## src/rtl/pc_pkg.sv

```systemverilog
// pc_pkg: shared constants and the next-PC select encoding for the
// program-counter generator and its return-address stack.
//   DEF_RESET_VEC / DEF_EXC_VEC / DEF_INC : default parameter values.
//   pc_sel_e                              : which source feeds the PC register.
package pc_pkg;

  localparam logic [31:0] DEF_RESET_VEC = 32'h0000_3000;
  localparam logic [31:0] DEF_EXC_VEC   = 32'h0000_4180;
  localparam int unsigned DEF_INC       = 4;
  localparam int unsigned DEF_RAS_DEPTH = 4;

  // Listed lowest to highest priority.
  typedef enum logic [2:0] {
    SEL_HOLD,
    SEL_SEQ,
    SEL_RAS,
    SEL_REDIR,
    SEL_ERET,
    SEL_EXC
  } pc_sel_e;

endpackage

```

## src/rtl/pc_gen_ras.sv

```systemverilog
// ras_stack: circular return-address stack.
// Ports:
//   i_clk, i_reset   : clock, asynchronous active-high reset
//   i_push           : write i_push_addr as the new top
//   i_pop            : remove the top (ignored when empty)
//   i_flush          : discard all entries (wins over push/pop)
//   i_push_addr      : address pushed by a call
//   o_top            : top entry, 0 when empty
//   o_count          : number of valid entries (saturates at RAS_DEPTH)
//   o_empty          : no valid entries
// Push together with pop on a non-empty stack replaces the top in place.
// Pushing while full overwrites the oldest entry, which is the slot the
// write pointer already points at once the buffer has wrapped.
module ras_stack
  import pc_pkg::*;
#(
  parameter int unsigned WIDTH     = 32,
  parameter int unsigned RAS_DEPTH = DEF_RAS_DEPTH
) (
  input  logic                               i_clk,
  input  logic                               i_reset,
  input  logic                               i_push,
  input  logic                               i_pop,
  input  logic                               i_flush,
  input  logic [WIDTH-1:0]                   i_push_addr,
  output logic [WIDTH-1:0]                   o_top,
  output logic [$clog2(RAS_DEPTH+1)-1:0]     o_count,
  output logic                               o_empty
);

  localparam int unsigned PW = $clog2(RAS_DEPTH);
  localparam int unsigned CW = $clog2(RAS_DEPTH + 1);
  localparam logic [PW-1:0] PTR_ONE = PW'(1);
  localparam logic [CW-1:0] CNT_ONE = CW'(1);
  localparam logic [CW-1:0] CNT_MAX = CW'(RAS_DEPTH);

  logic [WIDTH-1:0] r_mem [RAS_DEPTH];
  logic [PW-1:0]    r_ptr;    // next slot to write
  logic [CW-1:0]    r_count;

  logic [PW-1:0]    w_top_idx;
  logic             w_empty;
  logic             w_full;

  assign w_top_idx = r_ptr - PTR_ONE;
  assign w_empty   = (r_count == '0);
  assign w_full    = (r_count == CNT_MAX);

  assign o_top   = w_empty ? '0 : r_mem[w_top_idx];
  assign o_count = r_count;
  assign o_empty = w_empty;

  always_ff @(posedge i_clk or posedge i_reset) begin
    if (i_reset) begin
      r_ptr   <= '0;
      r_count <= '0;
      for (int i = 0; i < int'(RAS_DEPTH); i++) begin
        r_mem[i] <= '0;
      end
    end else if (i_flush) begin
      r_ptr   <= '0;
      r_count <= '0;
    end else if (i_push && i_pop && !w_empty) begin
      r_mem[w_top_idx] <= i_push_addr;
    end else if (i_push) begin
      r_mem[r_ptr] <= i_push_addr;
      r_ptr        <= r_ptr + PTR_ONE;
      if (!w_full) begin
        r_count <= r_count + CNT_ONE;
      end
    end else if (i_pop && !w_empty) begin
      r_ptr   <= w_top_idx;
      r_count <= r_count - CNT_ONE;
    end
  end

endmodule

```

## src/rtl/pc_gen.sv

```systemverilog
// pc_gen: fetch program-counter generator.
// Ports:
//   clk, reset      : clock, asynchronous active-high reset
//   en              : 1 advances the PC, 0 stalls (exc/eret still act)
//   redirect_valid  : decode-resolved branch/jump, target redirect_pc
//   exc_valid       : exception taken, PC -> EXC_VEC, RAS flushed
//   eret_valid      : exception return, PC -> epc_in
//   call, push_addr : push link address onto the RAS
//   ret             : predict return target from the RAS top
//   pc              : registered fetch PC
//   pc_plus         : pc + INC (wraps modulo 2^WIDTH)
//   ras_top, ras_empty, ras_count : RAS status
// Priority: exc > eret > redirect > RAS pop > sequential > hold.
module pc_gen
  import pc_pkg::*;
#(
  parameter int unsigned       WIDTH     = 32,
  parameter logic [WIDTH-1:0]  RESET_VEC = WIDTH'(DEF_RESET_VEC),
  parameter logic [WIDTH-1:0]  EXC_VEC   = WIDTH'(DEF_EXC_VEC),
  parameter int unsigned       INC       = DEF_INC,
  parameter int unsigned       RAS_DEPTH = DEF_RAS_DEPTH
) (
  input  logic                            clk,
  input  logic                            reset,
  input  logic                            en,
  input  logic                            redirect_valid,
  input  logic [WIDTH-1:0]                redirect_pc,
  input  logic                            exc_valid,
  input  logic                            eret_valid,
  input  logic [WIDTH-1:0]                epc_in,
  input  logic                            call,
  input  logic [WIDTH-1:0]                push_addr,
  input  logic                            ret,
  output logic [WIDTH-1:0]                pc,
  output logic [WIDTH-1:0]                pc_plus,
  output logic [WIDTH-1:0]                ras_top,
  output logic                            ras_empty,
  output logic [$clog2(RAS_DEPTH+1)-1:0]  ras_count
);

  logic [WIDTH-1:0] r_pc;
  logic [WIDTH-1:0] w_pc_next;
  logic [WIDTH-1:0] w_pc_plus;
  logic [WIDTH-1:0] w_ras_top;
  logic             w_ras_empty;
  logic             w_ras_op;
  logic             w_push;
  logic             w_pop;
  pc_sel_e          w_sel;

  assign w_pc_plus = r_pc + WIDTH'(INC);

  // Stack operations only happen on an advancing, non-exceptional cycle.
  // A pop alongside a redirect still happens so the RAS stays in step
  // with the call/return nesting even when decode overrides the PC.
  assign w_ras_op = en && !exc_valid && !eret_valid;
  assign w_push   = w_ras_op && call;
  assign w_pop    = w_ras_op && ret;

  ras_stack #(
    .WIDTH     (WIDTH),
    .RAS_DEPTH (RAS_DEPTH)
  ) u_ras (
    .i_clk       (clk),
    .i_reset     (reset),
    .i_push      (w_push),
    .i_pop       (w_pop),
    .i_flush     (exc_valid),
    .i_push_addr (push_addr),
    .o_top       (w_ras_top),
    .o_count     (ras_count),
    .o_empty     (w_ras_empty)
  );

  always_comb begin
    w_sel = SEL_HOLD;
    if (exc_valid) begin
      w_sel = SEL_EXC;
    end else if (eret_valid) begin
      w_sel = SEL_ERET;
    end else if (redirect_valid && en) begin
      w_sel = SEL_REDIR;
    end else if (ret && en && !w_ras_empty) begin
      w_sel = SEL_RAS;
    end else if (en) begin
      w_sel = SEL_SEQ;
    end
  end

  always_comb begin
    w_pc_next = r_pc;
    case (w_sel)
      SEL_EXC:   w_pc_next = EXC_VEC;
      SEL_ERET:  w_pc_next = epc_in;
      SEL_REDIR: w_pc_next = redirect_pc;
      SEL_RAS:   w_pc_next = w_ras_top;
      SEL_SEQ:   w_pc_next = w_pc_plus;
      default:   w_pc_next = r_pc;
    endcase
  end

  always_ff @(posedge clk or posedge reset) begin
    if (reset) begin
      r_pc <= RESET_VEC;
    end else begin
      r_pc <= w_pc_next;
    end
  end

  assign pc        = r_pc;
  assign pc_plus   = w_pc_plus;
  assign ras_top   = w_ras_top;
  assign ras_empty = w_ras_empty;

endmodule

```

## config.mk

```make
export PLATFORM = sky130hd
export DESIGN_NAME = pc_gen
export DESIGN_NICKNAME = d
export VERILOG_FILES = /design/src/rtl/pc_pkg.sv /design/src/rtl/pc_gen_ras.sv /design/src/rtl/pc_gen.sv
export SDC_FILE = /design/constraint.sdc
export NUM_CORES = 1
export LEC_CHECK = 0
export ABC_AREA = 1
export CORE_MARGIN = 4
export CORE_UTILIZATION = 47
export DETAILED_ROUTE_END_ITERATION = 12
export PLACE_DENSITY = 0.88
export SYNTH_ARGS = -nofsm -noshare
export SYNTH_HDL_FRONTEND = slang
export SYNTH_SLANG_ARGS = --single-unit
```

## constraint.sdc

```tcl
create_clock -name clk -period 4.7 [get_ports clk]
set_input_delay 0.47 -clock clk [delete_from_list [all_inputs] [get_ports clk]]
set_output_delay 0.47 -clock clk [all_outputs]
set_load 0.02 [all_outputs]
```

==> flow_summary.toml <==
[run_status]
status = "completed"

[sta]
min_period_ns = 3.58
totalNegativeSetupSlack_ns = 0
hold_violations = 0
finalCritPeriodShare = 0.762
final.setup_skew_ns = 0.0101
rsz0062_at_grt = "false"
slew_viol_final = 0
worst_pin_slew_ns = 0.923
relSlewSlack = 0.385
setup_viol = 0
fmax_mhz = 279

[critical_path]
worstSetupPathType = "register to output port"
r2r_slack_ns = 2.18
worstPathMaxFanout = 21
r2r_cells = 11
cp-start-kind = "register"
cp.required_ns = 4.23
r2r_start = "u_ras.r_ptr[1]$_DFFE_PP0P_"
setup.worst_path.end_class = "output port"
timing.rr.end = "pc[22]$_DFFE_PP0P_"
crit_arrival_ns = 3.11

[floorplan]
initial_utilization = 0.485
die_area_um2 = 22700
die_h_um = 151
coreArea_um2 = 19700
io_pins = 204
rows = 51
die_x_um = 151

[pwr]
p_clk_frac = 0.211
pwr_density_cell_nw_per_um2 = 554
leakage_nw = 5.75
finalPower_w = 0.00676
power_frac_comb = 0.457
cellInternalPower_w = 0.00398
ir_drop_mv = 0.305
switchingPower_w = 0.00278
pwr-share-seq = 0.332
switching_share = 0.411

[clocking]
clkTransAtPathRegs_ns = 0.06
postCtsSetupBuffers = 0
clock_path_buffers = 2
cts_made_buffers = 17
tritoncts = "built"
cts_resized = 0
cts_sinks = 165
clock_latency_ns = 0.43
cts-hold-fix-buffers = 0
root_buffer = "clkbuf_16"
cts_max_level = 4

[synthesis]
synth_flop_cell = "dfrtp_1"
yosys_warnings = 0
syn_inst = 1299
synth_edf_count = 0
seq_area_frac_synth = 0.432
syn_nets = 1411
async_flop_share = 1.00
synth_seq_cells = 165
syn_area_um2 = 9570
synth_area_per_cell_um2 = 7.37
synth.distinct_cells = 36

[route]
vias = 9356
viasPerCell = 5.36
ant_nets = 0
drtPass1Iterations = 6
routedWlPerCell_um = 16.9
drcViolationCount = 0
drt_iter0_drc = 832
wl_mm = 29.5

[min_path]
worstHoldEndpoint = "u_ras.r_mem[117]$_DFFE_PP0P_"
hold_path.class = "register to register"
hold_depth = 2
holdCritStartpoint = "u_ras.r_mem[117]$_DFFE_PP0P_"

[grt]
grt_max_degree = 166
grt_pass1_wl_mm = 46.7
antenna_found_initial = 0
grt_usage = 0.261
grt_pass1_vias = 8885
overflow = 0

[placed_design]
gp_congestion = 0.939
dp_hpwl_mm = 20.9
io_buffers = 203

[layout]
fillers = 1697
layout-drive-gt1-share = 0.0783
antenna_cells = 0
final_net_count = 1581
syn_to_final_growth_pct = 27.7

[run]
maxCapViolations = 0
## cell type report
class                   count  area (um2)  share of cell area
inverters                 117         443              0.0363
repair buffers            215        2130               0.175
multi-input cells         953        4570               0.374
clock inverters             8         115             0.00942
flip-flops and latches    165        4130               0.338
clock buffers              24         492              0.0403
well taps                 265         332              0.0271
## worst max-delay path: stages (launching register included)
cell             delay (ns)
dfrtp_1                0.42
inv_1                  0.10
ha_1                   0.30
inv_1                  0.33
buf_4                  0.35
nor2_1                 0.13
o21ai_0                0.12
a21oi_1                0.26
clkdlybuf4s50_1        0.66
## cell usage in the layout, fill, tap and decap left out, types with 11 or more instances in the layout
master	count
a21oi_1	48
a22o_1	25
buf_4	11
clkbuf_16	17
clkdlybuf4s50_1	203
dfrtp_1	162
inv_1	110
nand2_1	370
nand3_1	71
nor2_1	195
o21ai_0	92
o21ai_1	54
o21ai_2	45
## routing by layer
| metal | wire length [um] | vias to the layer above | GRT usage | share of wire |
|---|---|---|---|---|
| met5 | 0 | - | 0 | 0 |
| met4 | 490 | 0 | 0.0635 | 0.017 |
| met3 | 2660 | 39 | 0.0509 | 0.090 |
| met2 | 14000 | 419 | 0.429 | 0.47 |
| met1 | 12400 | 4397 | 0.360 | 0.42 |
| li1 | - | 4501 | - | - |
## flip-flops by register name, summed over array words and instances (netlist names)
register,count
u_ras.r_mem,128
pc,32
u_ras.o_count,3
u_ras.r_ptr,2
## power groups by stage
stage / combinational [W] / sequential [W] / clock (W)
6_report: 0.00309 / 0.00224 / 0.00143
5_1_grt: 0.00343 / 0.00229 / 0.00150
4_1_cts: 0.00310 / 0.00223 / 0.00143
3_5_place_dp: 0.00307 / 0.00225 / 0
3_3_place_gp: 0.00303 / 0.00222 / 0
2_1_floorplan: 0.00192 / 0.00221 / 0
## cell usage after synthesis (2+ instances only)
library cell,instances,area [um2]
nor2_1,197,739
a22o_1,25,219
inv_2,6,22.5
o21ai_2,45,394
nand3_1,71,355
o21ai_1,54,270
xor2_1,6,52.6
buf_6,20,225
o21ai_0,92,460
o211ai_1,2,15.0
ha_1,7,87.6
a21oi_4,3,48.8
buf_4,2,15.0
dfrtp_1,163,4080
and2_1,8,50.1
clkbuf_2,3,15.0
nor2_2,3,18.8
a21oi_1,48,240
dfstp_2,2,52.6
o21ai_4,3,48.8
o21bai_1,3,22.5
buf_2,19,95.1
inv_1,111,417
nand2_1,370,1390
clkbuf_1,17,63.8
buf_1,2,7.51
nand3_2,2,20.0
or2_2,4,25.0
nand4_1,4,25.0
## metrics by stage
stage	utilization	cells	hold slack [ns]	cell area (um2)	worst slack, ns
after floorplan	-	1299	0.448	9570	2.08
after global placement	0.588	1715	0.458	11600	1.62
after detailed placement	0.588	1715	0.462	11600	1.59
after CTS	0.619	1747	0.478	12200	1.09
after global routing	0.620	1747	0.494	12200	0.948
final	0.620	1747	0.477	12200	1.12
## kinds of logic (layout without fill, tap and decap cells)
logic type	count (synthesis)	in the layout	share of synthesized area
and+or+nand+nor	662	662	0.277
AOI/OAI and AO/OA	276	276	0.182
buffers and inverters	181	364	0.0920
DFF	165	165	0.432
adders and majority gates	8	8	0.0112
xor gates and xnor gates	7	7	0.00641
## how the worst max path moves through the flow
stage	start	end	slack (ns)	cells past startpoint
6_report	u_ras.r_ptr[1]$_DFFE_PP0P_	ras_top[28]	1.12	8
5_1_grt	pc[2]$_DFFE_PP0P_	pc_plus[18]	0.95	8
4_1_cts	u_ras.r_ptr[1]$_DFFE_PP0P_	ras_top[28]	1.09	8
3_5_place_dp	en	pc[31]$_DFFE_PP0P_	1.59	9
3_3_place_gp	en	pc[1]$_DFFE_PP0P_	1.62	7
2_1_floorplan	u_ras.r_ptr[0]$_DFFE_PP0P_	ras_top[14]	2.08	9
Note: power is estimated with default switching activity, not from simulation.
